File: src/rtl/match_vec_serializer.sv
// match_vec_serializer: streams set-bit indices of a tagged hit vector, lowest first, under valid/ready.
// Optional MATCH_VEC_SERIALIZER_EMPTY_NOTIFY_EN emits one flagged beat for an all-zero vector.
module priority_encoder #(
    parameter int W = 16
) (
    input  logic [W-1:0]         vec,
    output logic [$clog2(W)-1:0] index
);
    always_comb begin
        index = '0;
        for (int i = W - 1; i >= 0; i--)
            if (vec[i]) index = ($clog2(W))'(i);
    end
endmodule

module match_vec_serializer #(
    parameter int W     = 16,
    parameter int TAG_W = 8
) (
    input  logic                 clk,
    input  logic                 rst_n,
    input  logic                 in_valid,
    output logic                 in_ready,
    input  logic [W-1:0]         in_vec,
    input  logic [TAG_W-1:0]     in_tag,
    output logic                 out_valid,
    input  logic                 out_ready,
    output logic [$clog2(W)-1:0] out_index,
    output logic [TAG_W-1:0]     out_tag,
    output logic                 out_last,
    output logic                 out_empty
);
    typedef enum logic {IDLE, BUSY} state_t;

    state_t             state, state_nxt;
    logic [W-1:0]       pending, pending_nxt;
    logic [TAG_W-1:0]   tag_q, tag_nxt;
    logic               accept, fire;

    priority_encoder #(.W(W)) u_penc (.vec(pending), .index(out_index));

    assign out_valid = (state == BUSY);
    assign out_tag   = tag_q;
    assign out_last  = out_valid && ((pending & (pending - 1'b1)) == '0);
    assign fire      = out_valid && out_ready;
    assign in_ready  = (state == IDLE) || (fire && out_last);
    assign accept    = in_valid && in_ready;

`ifdef MATCH_VEC_SERIALIZER_EMPTY_NOTIFY_EN
    localparam bit EMPTY_EN = 1'b1;
    logic empty_q;
    always_ff @(posedge clk or negedge rst_n)
        if (!rst_n) empty_q <= 1'b0;
        else        empty_q <= accept ? (in_vec == '0) : (fire ? 1'b0 : empty_q);
    assign out_empty = empty_q;
`else
    localparam bit EMPTY_EN = 1'b0;
    assign out_empty = 1'b0;
`endif

    // A new load overrides the clear of the bit just reported: the old vector is finished.
    always_comb begin
        state_nxt   = state;
        pending_nxt = pending;
        tag_nxt     = tag_q;
        if (fire) begin
            pending_nxt = pending & ~({{(W-1){1'b0}}, 1'b1} << out_index);
            if (out_last) state_nxt = IDLE;
        end
        if (accept) begin
            pending_nxt = in_vec;
            tag_nxt     = in_tag;
            state_nxt   = (in_vec != '0 || EMPTY_EN) ? BUSY : IDLE;
        end
    end

    always_ff @(posedge clk or negedge rst_n)
        if (!rst_n) begin
            state   <= IDLE;
            pending <= '0;
            tag_q   <= '0;
        end else begin
            state   <= state_nxt;
            pending <= pending_nxt;
            tag_q   <= tag_nxt;
        end
endmodule

File: config.mk
export PLATFORM = sky130hd
export DESIGN_NAME = match_vec_serializer
export DESIGN_NICKNAME = d
export VERILOG_FILES = /design/src/rtl/match_vec_serializer.sv
export SDC_FILE = /design/constraint.sdc
export NUM_CORES = 1
export LEC_CHECK = 0
export BUFFER_PORTS_ARGS = -buffer_cell sky130_fd_sc_hd__buf_2
export CAP_MARGIN = 0
export CORE_MARGIN = 2
export CORE_UTILIZATION = 37
export DETAILED_ROUTE_END_ITERATION = 16
export PLACE_DENSITY = 0.57
export SLEW_MARGIN = 10
export SYNTH_ARGS = -nofsm -noshare
export SYNTH_HDL_FRONTEND = slang
export SYNTH_SLANG_ARGS = --single-unit
File: constraint.sdc
create_clock -name clk -period 5.1 [get_ports clk]
set_clock_uncertainty 0.15 [all_clocks]
set_input_delay 0.51 -clock clk [delete_from_list [all_inputs] [get_ports clk]]
set_output_delay 0.51 -clock clk [all_outputs]
set_load 0.05 [all_outputs]
==> results by stage <==
Outcome:
- The flow ran to the end, and the final reports show no timing, DRC or antenna violations.

Setup path:
- The setup path with the least slack is of type reg2out.
- Traced cell by cell, the critical path runs through nor4_2 > nand3_1 > o32a_1 > nand4b_4 > o21ai_0 > buf_2.
- For the worst setup path, the data arrival time is 2710 ps.
- The worst path buffer plus inverter count is 1.
- At the worst endpoint, the required time is between 4000 and 5000 ps.
- The worst setup path is captured at a primary output.
- STA classifies the critical path startpoint as a register.
- The slowest stage of the critical path belongs to the cell nor4_2.
- In this run the worst path has a maximum fanout of 9.
- The kind of cell adding the most delay to the critical path is simple AND/OR/NAND/NOR gates.
- The peak per-stage delay on the critical path is approximately 560 ps.

Timing:
- The final setup violation count is 0.
- Setup repair after global routing left no endpoint under its margin.
- Of the available clock period, the critical path in the final layout requires 0.660.
- The final count of hold timing violations came to 0.
- The final sum of negative setup slack is 0 ps.
- In this run the tightest slew margin relative to its limit is 0.421.
- Derived from the worst setup path, the maximum achievable clock frequency is 297 MHz.
- The worst hold margin is around 84 ps.
- The routed design could run at a clock period as short as roughly 3400 ps.
- For the pin with the worst max-slew slack, the measured transition is roughly 860 ps.
- The max-slew violation count is 0.

GRT:
- Entering global routing, the biggest net connects 26 pins.
- The via count of the first global-routing pass is 1628.
- The aggregate global-route resource usage is 0.192.
- The wire length of the first global-routing pass is 7860 um.
- For this run the aggregate overflow at the end of global routing stands at 0.
- The number of antenna violations at the first check in global routing is 0.

Final layout:
- Once layout is complete, the cells apart from fillers number 281.
- The utilization of the core after routing is 0.439.
- The library cells used most frequently in the layout, excluding fill and tap cells, are 42 x buf_2, 25 x dfrtp_1, 17 x inv_1.
- The net count of the finished layout is 256.
- Of the cells placed in the final design, the portion with a size suffix greater than 1 is 0.269.
- The number of diodes added for antenna fixing is 0.
- Relative to the synthesized area, the layout overhead comes to 15.8%.
- The most common cell after layout, fill and taps aside is buf_2.

CTS:
- The H-tree depth reported by CTS is 1.
- The longest clock path from root to sink contains 2 buffers.
- The post-CTS setup repair buffer count is 0.
- The cts-stage hold buffer count is 0.
- The number of CTS-inserted buffers is 3.
- The clock reaches the later pin of the worst-skew pair after about 270 ps.
- The number of gates resized after cts is 0.
- The CTS root buffer is clkbuf_8.
- The sink count of the clock tree is 25.
- Clock-pin slew was measured on the worst setup and hold paths at 90 ps.
- TritonCTS built the clock tree.

Drt:
- The post-detailed-route wirelength per cell is ~17 um.
- Summed over all layers, the routed wires come to 4780 um.
- The length of the first detailed-routing pass in iterations is 5.
- After the first detailed-routing iteration, the DRC count stood at 138.
- The residual antenna-violating net count after detailed routing is 0.
- The via density per instance is 5.79.
- For this run, design rule violations remaining after detail routing come to 0.
- For this block, the via count after detailed routing is roughly 1600.

Floorplan:
- In this run the core area contains 25 standard-cell rows.
- The starting density of the core is 0.379.
- In this run the count of I/O pins placed on the die edge is 44.
- The floorplan die area is 0.00530 mm^2.
- The floorplan step defined a core boundary enclosing around 0.0046 mm^2.
- The die is 72.8 um wide.
- The die height is approximately 73 um.

Synth:
- Counting flops with a built-in enable in the synthesized netlist gives 0.
- The count of mapped cells out of synthesis is 189.
- Of the synthesized area, sequential elements account for 0.357.
- The net count after synthesis is about 220.
- The mapped netlist covers approximately 0.0018 mm^2.
- In this run the mean area of a mapped cell was 9.27 um^2.
- The number of unique standard cell types used by synthesis is 53.
- Among all flip-flop cells after synthesis, the most frequent one is dfrtp_1.
- During synthesis, Yosys emitted a total of 0 warnings.
- In this run, synthesis produced a sequential element count of 25.
- Counting flops with an async set or reset pin after synthesis yields a share of 1.00.

Placement:
- The count of buffers added on input and output ports is 42.
- Including well taps, the total number of placed cells is 277.
- The HPWL after detailed placement is 3760 um.
- The last weighted congestion value of the routability-driven placer is 0.898.

Hold path:
- The class of the tightest hold or removal check is in2async.

Run:
- The count of max-cap constraint violations is 0.
## routing by layer
layer | track usage | part of all wire | vias up
li1 | - | - | 796
met1 | 0.256 | 0.46 | 756
met2 | 0.309 | 0.46 | 68
met3 | 0.0359 | 0.053 | 8
met4 | 0.0782 | 0.028 | 0
met5 | 0 | 0 | -
## worst register-to-register path, cell delays in order (launching register included)
cell and delay [ps]:
dfrtp_1 480, nor4_2 570, nand3_1 240, o32a_1 380, nor4_4 600, nor2_4 170, mux2_4 330
## Yosys cell counts (3+ instances only)
master / count / area (um^2)
a21oi_1: 5 / 25.0
nor4_1: 8 / 50.1
o21ai_0: 15 / 75.1
mux2i_1: 5 / 50.1
mux2_1: 8 / 90.1
dfrtp_1: 25 / 626
a41o_1: 3 / 30.0
nand2_1: 7 / 26.3
or4_1: 3 / 22.5
o31ai_1: 8 / 60.1
o21ai_1: 5 / 25.0
mux2_4: 4 / 60.1
o21a_1: 4 / 30.0
nand3_1: 4 / 20.0
nor2_1: 15 / 56.3
clkbuf_1: 5 / 18.8
inv_1: 17 / 63.8
o41ai_1: 3 / 26.3
## cells by family after synthesis
family / share of synthesized area
other cells: 0.00214
mux: 0.114
buf+inv: 0.0621
simple gates: 0.226
compound gates: 0.238
flops: 0.357
## state kept, by name (all words and copies together), names as in the netlist
signal and count:
pending 16, out_valid 1, out_tag 8
## area by class of cell
cell class,instances,area [um^2]
fill,468,2600
timing repair buffer,42,210
multi-input combinational,139,1020
sequential,25,626
inverter,17,63.8
clock buffer,4,45.0
tap,54,67.6
## final timing paths
check	depth (start not counted)	slack [ps]	end	from
worst min register to register	1	340	out_tag[1]	out_tag[1]
worst max register to register	6	2080	pending[3]	pending[2]
worst min-delay path	1	80	out_tag[6]	rst_n
worst max-delay path	6	1730	in_ready	pending[2]
max in group asynchronous	1	4340	pending[3]	rst_n
min in group clk	2	300	out_tag[2]	in_tag[2]
## metrics by stage
step	worst slack [ps]	instance area, um^2
6_report	1730	2030
2_1_floorplan	1580	1750
4_1_cts	1730	2030
3_5_place_dp	2030	1990
5_1_grt	1450	2030
3_3_place_gp	2110	1990
Power is not shown: default switching activity piles up to over one toggle a cycle in this logic, so the estimate is an artifact.
